**src/rtl/spmv_pkg.sv**
```systemverilog
// Shared types and constants for the CSR SpMV engine: FSM encoding, default widths, clamp limits.
package spmv_pkg;

    typedef enum logic [2:0] {
        ST_IDLE,
        ST_LOAD,
        ST_SKIP,
        ST_RUN,
        ST_DRAIN,
        ST_DONE
    } state_t;

    localparam int DEF_NUM_ROWS = 16;
    localparam int DEF_PTR_W    = 8;
    localparam int DEF_DATA_W   = 16;
    localparam int DEF_FRAC_W   = 8;
    localparam bit DEF_SATURATE = 1'b1;

    function automatic longint sat_max(input int w);
        return (longint'(1) <<< (w - 1)) - 1;
    endfunction

    function automatic longint sat_min(input int w);
        return -(longint'(1) <<< (w - 1));
    endfunction

endpackage

```
**src/rtl/spmv_fx_mac.sv**
```systemverilog
// One fixed-point MAC lane: registered product + row tag (1 cycle), then a combinational
// shift-and-add against the caller's accumulator with clamp or wrap; no backpressure.
module spmv_fx_mac
    import spmv_pkg::*;
#(
    parameter int DATA_W   = DEF_DATA_W,
    parameter int FRAC_W   = DEF_FRAC_W,
    parameter bit SATURATE = DEF_SATURATE,
    parameter int TAG_W    = 4
) (
    input  logic              clk,
    input  logic              rst,
    input  logic              in_vld,
    input  logic [DATA_W-1:0] a,
    input  logic [DATA_W-1:0] b,
    input  logic [TAG_W-1:0]  in_tag,
    input  logic [DATA_W-1:0] acc,
    output logic              out_vld,
    output logic [TAG_W-1:0]  out_tag,
    output logic [DATA_W-1:0] sum
);
    localparam int PROD_W = 2 * DATA_W;
    // Wide enough to hold any shifted product plus the accumulator without loss.
    localparam int ACC_W  = PROD_W - FRAC_W + 1;
    localparam logic signed [ACC_W-1:0] MAX_V = ACC_W'(sat_max(DATA_W));
    localparam logic signed [ACC_W-1:0] MIN_V = ACC_W'(sat_min(DATA_W));

    logic signed [PROD_W-1:0] prod_q;
    logic signed [ACC_W-1:0]  wide;

    always_ff @(posedge clk or posedge rst) begin
        if (rst) begin
            out_vld <= 1'b0;
            out_tag <= '0;
            prod_q  <= '0;
        end else begin
            out_vld <= in_vld;
            if (in_vld) begin
                prod_q  <= PROD_W'($signed(a)) * PROD_W'($signed(b));
                out_tag <= in_tag;
            end
        end
    end

    always_comb begin
        wide = ACC_W'(prod_q >>> FRAC_W) + ACC_W'($signed(acc));
        sum  = wide[DATA_W-1:0];
        if (SATURATE) begin
            if (wide > MAX_V) begin
                sum = MAX_V[DATA_W-1:0];
            end else if (wide < MIN_V) begin
                sum = MIN_V[DATA_W-1:0];
            end
        end
    end

endmodule

```
**src/rtl/spmv_csr_engine.sv**
```systemverilog
// CSR SpMV engine: accumulates streamed (A, x[col]) pairs into one result per row; o_done 3 cycles
// after the last transfer. o_ready is high only in RUN; the source holds i_valid data otherwise.
module spmv_csr_engine
    import spmv_pkg::*;
#(
    parameter int NUM_ROWS = DEF_NUM_ROWS,
    parameter int PTR_W    = DEF_PTR_W,
    parameter int DATA_W   = DEF_DATA_W,
    parameter int FRAC_W   = DEF_FRAC_W,
    parameter bit SATURATE = DEF_SATURATE
) (
    input  logic                          i_clk,
    input  logic                          i_rst,
    input  logic                          i_start,
    input  logic [(NUM_ROWS+1)*PTR_W-1:0] i_row_ptr,
    input  logic                          i_valid,
    input  logic [DATA_W-1:0]             i_data_A,
    input  logic [DATA_W-1:0]             i_data_B,
    output logic                          o_ready,
    output logic                          o_busy,
    output logic                          o_done,
    output logic                          o_err,
    output logic [NUM_ROWS*DATA_W-1:0]    o_result
);
    localparam int ROW_W = $clog2(NUM_ROWS + 1);
    localparam int TAG_W = (NUM_ROWS > 1) ? $clog2(NUM_ROWS) : 1;

    state_t            state, state_nxt;
    logic [PTR_W-1:0]  ptr_q [NUM_ROWS+1];
    logic [DATA_W-1:0] res_q [NUM_ROWS];
    logic [ROW_W-1:0]  row, row_nxt, row_p1;
    logic [PTR_W-1:0]  cnt, cnt_nxt, cnt_p1, nxt_ptr, last_ptr;
    logic              start_ok, xfer, malformed, err_q, done_q;
    logic              mac_vld;
    logic [TAG_W-1:0]  mac_tag;
    logic [DATA_W-1:0] mac_sum;

    assign start_ok = i_start && (state == ST_IDLE || state == ST_DONE);
    assign o_ready  = (state == ST_RUN);
    assign o_busy   = state inside {ST_LOAD, ST_SKIP, ST_RUN, ST_DRAIN};
    assign xfer     = i_valid && o_ready;
    assign row_p1   = row + ROW_W'(1);
    assign cnt_p1   = cnt + PTR_W'(1);
    assign nxt_ptr  = ptr_q[row_p1];
    assign last_ptr = ptr_q[NUM_ROWS];
    assign o_done   = done_q;
    assign o_err    = err_q;

    always_comb begin
        malformed = (ptr_q[0] != '0);
        for (int k = 0; k < NUM_ROWS; k++) begin
            if (ptr_q[k+1] < ptr_q[k]) malformed = 1'b1;
        end
    end

    always_comb begin
        state_nxt = state;
        row_nxt   = row;
        cnt_nxt   = cnt;
        case (state)
            ST_IDLE:  if (i_start) state_nxt = ST_LOAD;
            ST_LOAD: begin
                row_nxt = '0;
                cnt_nxt = '0;
                if (malformed || last_ptr == '0) state_nxt = ST_DONE;
                else                             state_nxt = ST_SKIP;
            end
            // A row whose end pointer equals the running count has no more nonzeros.
            ST_SKIP: begin
                if (nxt_ptr == cnt) row_nxt = row_p1;
                else                state_nxt = ST_RUN;
            end
            ST_RUN: begin
                if (xfer) begin
                    cnt_nxt = cnt_p1;
                    if (cnt_p1 == last_ptr) begin
                        state_nxt = ST_DRAIN;
                    end else if (cnt_p1 == nxt_ptr) begin
                        row_nxt   = row_p1;
                        state_nxt = ST_SKIP;
                    end
                end
            end
            ST_DRAIN: if (!mac_vld) state_nxt = ST_DONE;
            ST_DONE:  if (i_start) state_nxt = ST_LOAD;
            default:  state_nxt = ST_IDLE;
        endcase
    end

    always_ff @(posedge i_clk or posedge i_rst) begin
        if (i_rst) begin
            state  <= ST_IDLE;
            row    <= '0;
            cnt    <= '0;
            err_q  <= 1'b0;
            done_q <= 1'b0;
            for (int k = 0; k <= NUM_ROWS; k++) ptr_q[k] <= '0;
        end else begin
            state  <= state_nxt;
            row    <= row_nxt;
            cnt    <= cnt_nxt;
            done_q <= (state_nxt == ST_DONE) && (state != ST_DONE);
            if (start_ok) begin
                err_q <= 1'b0;
                for (int k = 0; k <= NUM_ROWS; k++) ptr_q[k] <= i_row_ptr[k*PTR_W +: PTR_W];
            end else if (state == ST_LOAD) begin
                err_q <= malformed;
            end
        end
    end

    spmv_fx_mac #(
        .DATA_W   (DATA_W),
        .FRAC_W   (FRAC_W),
        .SATURATE (SATURATE),
        .TAG_W    (TAG_W)
    ) u_mac (
        .clk     (i_clk),
        .rst     (i_rst),
        .in_vld  (xfer),
        .a       (i_data_A),
        .b       (i_data_B),
        .in_tag  (row[TAG_W-1:0]),
        .acc     (res_q[mac_tag]),
        .out_vld (mac_vld),
        .out_tag (mac_tag),
        .sum     (mac_sum)
    );

    // Read-modify-write in one cycle, so back-to-back hits on the same row see the prior sum.
    always_ff @(posedge i_clk or posedge i_rst) begin
        if (i_rst) begin
            for (int r = 0; r < NUM_ROWS; r++) res_q[r] <= '0;
        end else if (state == ST_LOAD) begin
            for (int r = 0; r < NUM_ROWS; r++) res_q[r] <= '0;
        end else if (mac_vld) begin
            res_q[mac_tag] <= mac_sum;
        end
    end

    always_comb begin
        o_result = '0;
        for (int r = 0; r < NUM_ROWS; r++) o_result[r*DATA_W +: DATA_W] = res_q[r];
    end

endmodule
```
**config.mk**
```make
export PLATFORM = sky130hd
export DESIGN_NAME = spmv_csr_engine
export DESIGN_NICKNAME = d
export VERILOG_FILES = /design/src/rtl/spmv_pkg.sv /design/src/rtl/spmv_fx_mac.sv /design/src/rtl/spmv_csr_engine.sv
export SDC_FILE = /design/constraint.sdc
export NUM_CORES = 2
export LEC_CHECK = 0
export CAP_MARGIN = 30
export CELL_PAD_IN_SITES_DETAIL_PLACEMENT = 1
export CELL_PAD_IN_SITES_GLOBAL_PLACEMENT = 1
export CORE_MARGIN = 4
export CORE_UTILIZATION = 40
export DETAILED_ROUTE_END_ITERATION = 8
export PLACE_DENSITY_LB_ADDON = 0.1
export SETUP_SLACK_MARGIN = 0.05
export SKIP_LAST_GASP = 1
export SLEW_MARGIN = 0
export SYNTH_ARGS = -nofsm -noshare
export SYNTH_HDL_FRONTEND = slang
export SYNTH_SLANG_ARGS = --single-unit
```
**constraint.sdc**
```tcl
create_clock -name i_clk -period 17 [get_ports i_clk]
set_clock_uncertainty 0.05 [all_clocks]
set_input_delay 3.4 -clock i_clk [delete_from_list [all_inputs] [get_ports i_clk]]
set_output_delay 3.4 -clock i_clk [all_outputs]
set_load 0.03 [all_outputs]
```
==> results.ini <==
[clock_network]
clk_pin_slew_ns=0.06
clock_sink_count=439
clk-insertion-delay-late_ns=0.61
cts-buffers-inserted=51
clk_root_buffer_cell=sky130_fd_sc_hd__clkbuf_16
cts_hold_buffers=0
clockBufferDepth=3
cts_post_setup_buffers_inserted=0
cts_resized=0
cts_tree=yes
cts_htree_levels=2

[routing]
m1WireLength_um=53400
detail_route.iter0.violations=1594
finalWirelength_um=122000
highest-signal-layer=met4
drt-pass1-iter-count=5
vias_per_cell=5.61
vias=27300
route.met3.wl_um=7830
wl_per_cell_um=25.1
drcViolationCount=0
routed-wl-met2_um=59000
postRouteAntennaNets=0

[timing]
finalCritPeriodShare_pct=59.5
layout_setup_ws_ns=6.89
finalHoldViolCount=0
slew_violations=0
setup_total_negative_slack_ns=0
tightestPinTransition_ns=1.20
grt_setup_unrepaired=no
setup_viol=0
highest_clock_frequency_the_design_can_meet_mhz=98.9
finalWorstPathRequiredPeriod_ns=10.11
hold_slack_ns=0.457
relSlewSlack_pct=20.1

[synthesis]
synth.distinct_cells=79
postSynthNetCount=4073
synth_area_leaders=sky130_fd_sc_hd__dfrtp_1 (33%), sky130_fd_sc_hd__fa_1 (16%), sky130_fd_sc_hd__ha_1 (8.1%)
synth_seq_area_share_pct=32.9
register_bit_count_reported_by_yosys=439
post-synth-top-area-fraction_pct=32.9
syn_area_per_cell_um2=9.77
netlist_instances=3422
yosysWarnings=0
synth_ff_type=sky130_fd_sc_hd__dfrtp_1
netlist.top_cell.by_area=sky130_fd_sc_hd__dfrtp_1
synth-async-reset-ratio_pct=100
synth_edf_count=0
syn-cell-area_mm2=0.0334

[final_layout]
n_fill_cell=9154
fraction_of_layout_cells_with_a_size_suffix_above_1_pct=7.70
multi_input_logic_area_mm2=0.0202
flip_flop_and_latch_area_mm2=0.0110
layout_overhead_on_the_synthesized_area_pct=20.9
antennaDiodeCount=0
finalNetCount=4417

[setup_path]
ff2ff_path_depth=13
critical_path.endpoint_type=flip-flop
startpoint_type=input port
worst-path-max-fanout=16
worst-r2r-setup-slack_ns=9.70
worst-setup-path-type=input port to flip-flop
worst_path_required_time_ns=17.41
worst_ep_arrival_time_ns=10.52

[power]
clkPwrFrac_pct=15.1
comb_power_share_pct=65.0
internal_power_mw=3.87
post-layout-total-power_mw=7.52
pwr_density_cell_mw_per_mm2=186
sw_frac_of_total_pct=48.5
static-leakage-power_nw=18.1
sequentialPowerShare_pct=19.9
netSwitchingPower_mw=3.64
irDropWorstVdd_v=0.000177

[min_path]
hold-path-cell-count=2
hold_class=flip-flop to flip-flop

[global_routing]
first_global_vias=30600
globalRouteOverflowTotal=0
first_pass_grt_wire_length_um=192000
globalRouteTotalUtil_pct=27.9
grt_start_max_net_pins=250
antenna_found_initial=0

[placed_design]
numPortBuffers=431
finalWeightedCongestion=0.880
pre_cts_slack_ns=6.25
dp_hpwl_um=95600

[run]
cap_viol_max_count=0

[status]
status=finished clean

[floorplan]
chip_height_um=297
floorplan.io_pins=432
floorplan.core_area_mm2=0.0825
dieArea_mm2=0.0883
horizontal_die_dimension_um=297
num_rows=105
floorplan.initialDensity_pct=40.5

sequential cells by signal, summed over array words and instances (netlist names):
register       flops
ptr_q            128
u_mac.out_tag      4
o_err              1
cnt                8
o_result         256
row                5
state              3
u_mac.out_vld      1
last_ptr           8
o_done             1
u_mac.prod_q      24
cells in the mapped netlist, types with 17 or more instances:
library cell               instances
sky130_fd_sc_hd__fa_1            262
sky130_fd_sc_hd__dfrtp_1         439
sky130_fd_sc_hd__ha_1            217
sky130_fd_sc_hd__mux2_2           33
sky130_fd_sc_hd__nor3_1           78
sky130_fd_sc_hd__xor2_1           20
sky130_fd_sc_hd__a22o_1           20
sky130_fd_sc_hd__nand2b_1         37
sky130_fd_sc_hd__mux4_2          109
sky130_fd_sc_hd__o21ai_0         409
sky130_fd_sc_hd__a211oi_1         17
sky130_fd_sc_hd__buf_2            17
sky130_fd_sc_hd__xnor2_1          52
sky130_fd_sc_hd__clkbuf_1        140
sky130_fd_sc_hd__and2_1          109
sky130_fd_sc_hd__a21oi_1          65
sky130_fd_sc_hd__nand3_1          54
sky130_fd_sc_hd__nand2_1         564
sky130_fd_sc_hd__nor2_1           91
sky130_fd_sc_hd__inv_1           415
sky130_fd_sc_hd__a21o_1           34
power by group through the flow:
stage               logic [mW]  registers [mW]  clock network (mW)
finish                    4.88            1.50                1.14
detailed placement        4.87            1.51                   0
CTS                       4.95            1.50                1.16
global placement          4.74            1.50                   0
global route              5.53            1.52                1.20
floorplan                 3.48            1.38                   0
logic make-up (layout without fill, tap and decap cells):
logic type | Yosys count | count (layout) | synth area share (%)
xor+xnor | 72 | 72 | 1.89
simple gates | 1031 | 1031 | 14.1
mux | 164 | 164 | 9.32
compound gates | 641 | 641 | 11.1
buf+inv | 596 | 977 | 6.88
fa+ha+maj | 479 | 479 | 23.8
flops | 439 | 439 | 32.9
stage by stage:
stage	util, %	instance area [µm²]	std cells
floorplan	-	33400	3422
global placement	46.9	38700	4777
detailed placement	46.9	38700	4781
CTS	48.9	40400	4871
global route	49.0	40400	4873
finish	49.0	40400	4873
metal layers:
metal  vias to the layer above  GRT usage [%]
met4                         0           5.01
met5                         -              0
met2                       675           46.5
li1                      12100              -
met3                       110           6.01
met1                     14400           37.9
path summary, 6_finish.rpt:
kind                                              start                           end
setup / recovery                            i_data_B[2]  u_mac.prod_q[31]$_DFFE_PP0P_
hold / removal             u_mac.prod_q[12]$_DFFE_PP0P_  u_mac.prod_q[12]$_DFFE_PP0P_
setup reg to reg           u_mac.out_tag[0]$_DFFE_PP0P_      o_result[18]$_DFFE_PP0P_
hold reg to reg            u_mac.prod_q[12]$_DFFE_PP0P_  u_mac.prod_q[12]$_DFFE_PP0P_
max in group asynchronous                         i_rst     o_result[232]$_DFFE_PP0P_
min in group asynchronous                         i_rst         ptr_q[48]$_DFFE_PP0P_
cell usage in the layout (no fill, tap or decap), types with 6 or more instances in the layout:
master and instances:
sky130_fd_sc_hd__a2111oi_0 8, sky130_fd_sc_hd__a211oi_1 17, sky130_fd_sc_hd__a21o_1 34, sky130_fd_sc_hd__a21oi_1 64, sky130_fd_sc_hd__a22o_1 20, sky130_fd_sc_hd__a31oi_1 8, sky130_fd_sc_hd__and2_1 109, sky130_fd_sc_hd__and3_1 8
sky130_fd_sc_hd__buf_4 38, sky130_fd_sc_hd__clkbuf_1 15, sky130_fd_sc_hd__clkbuf_16 52, sky130_fd_sc_hd__clkbuf_8 9, sky130_fd_sc_hd__clkdlybuf4s50_1 431, sky130_fd_sc_hd__clkinv_2 7, sky130_fd_sc_hd__dfrtp_1 436, sky130_fd_sc_hd__fa_1 262
sky130_fd_sc_hd__ha_1 217, sky130_fd_sc_hd__inv_1 414, sky130_fd_sc_hd__mux2_2 33, sky130_fd_sc_hd__mux2i_1 15, sky130_fd_sc_hd__mux4_2 109, sky130_fd_sc_hd__nand2_1 563, sky130_fd_sc_hd__nand2b_1 37, sky130_fd_sc_hd__nand3_1 54
sky130_fd_sc_hd__nand4_1 14, sky130_fd_sc_hd__nand4b_1 6, sky130_fd_sc_hd__nor2_1 90, sky130_fd_sc_hd__nor2_2 9, sky130_fd_sc_hd__nor2b_1 9, sky130_fd_sc_hd__nor3_1 78, sky130_fd_sc_hd__nor4_1 16, sky130_fd_sc_hd__o211ai_1 8
sky130_fd_sc_hd__o21a_1 11, sky130_fd_sc_hd__o21ai_0 409, sky130_fd_sc_hd__o21ai_1 7, sky130_fd_sc_hd__o22ai_1 13, sky130_fd_sc_hd__or3_1 8, sky130_fd_sc_hd__xnor2_1 52, sky130_fd_sc_hd__xor2_1 19
layout make-up:
class                      count  area share, %
multi-input combinational   2387           49.9
inverter                     416           3.88
tap                         1070           3.31
clock inverter                14          0.529
sequential                   439           27.2
timing repair buffer         471           11.5
clock buffer                  76           3.67
critical path: stages:
cell                              delay, ns
sky130_fd_sc_hd__clkdlybuf4s50_1       0.72
sky130_fd_sc_hd__nand2_1               0.25
sky130_fd_sc_hd__inv_1                 0.08
sky130_fd_sc_hd__fa_1                  0.66
sky130_fd_sc_hd__inv_1                 0.16
sky130_fd_sc_hd__fa_1                  0.51
sky130_fd_sc_hd__inv_1                 0.05
sky130_fd_sc_hd__fa_1                  0.48
sky130_fd_sc_hd__fa_1                  0.51
sky130_fd_sc_hd__fa_1                  0.50
sky130_fd_sc_hd__inv_1                 0.07
sky130_fd_sc_hd__fa_1                  0.51
sky130_fd_sc_hd__inv_1                 0.05
sky130_fd_sc_hd__ha_1                  0.34
sky130_fd_sc_hd__and4_1                0.23
sky130_fd_sc_hd__nand3_1               0.10
sky130_fd_sc_hd__a2111oi_0             0.58
sky130_fd_sc_hd__o2111ai_1             0.26
sky130_fd_sc_hd__a311oi_1              0.37
sky130_fd_sc_hd__o22ai_1               0.18
sky130_fd_sc_hd__o21ai_0               0.26
sky130_fd_sc_hd__xnor2_1               0.14
sky130_fd_sc_hd__o21ai_0               0.08
Note: power is estimated with default switching activity, not from simulation.
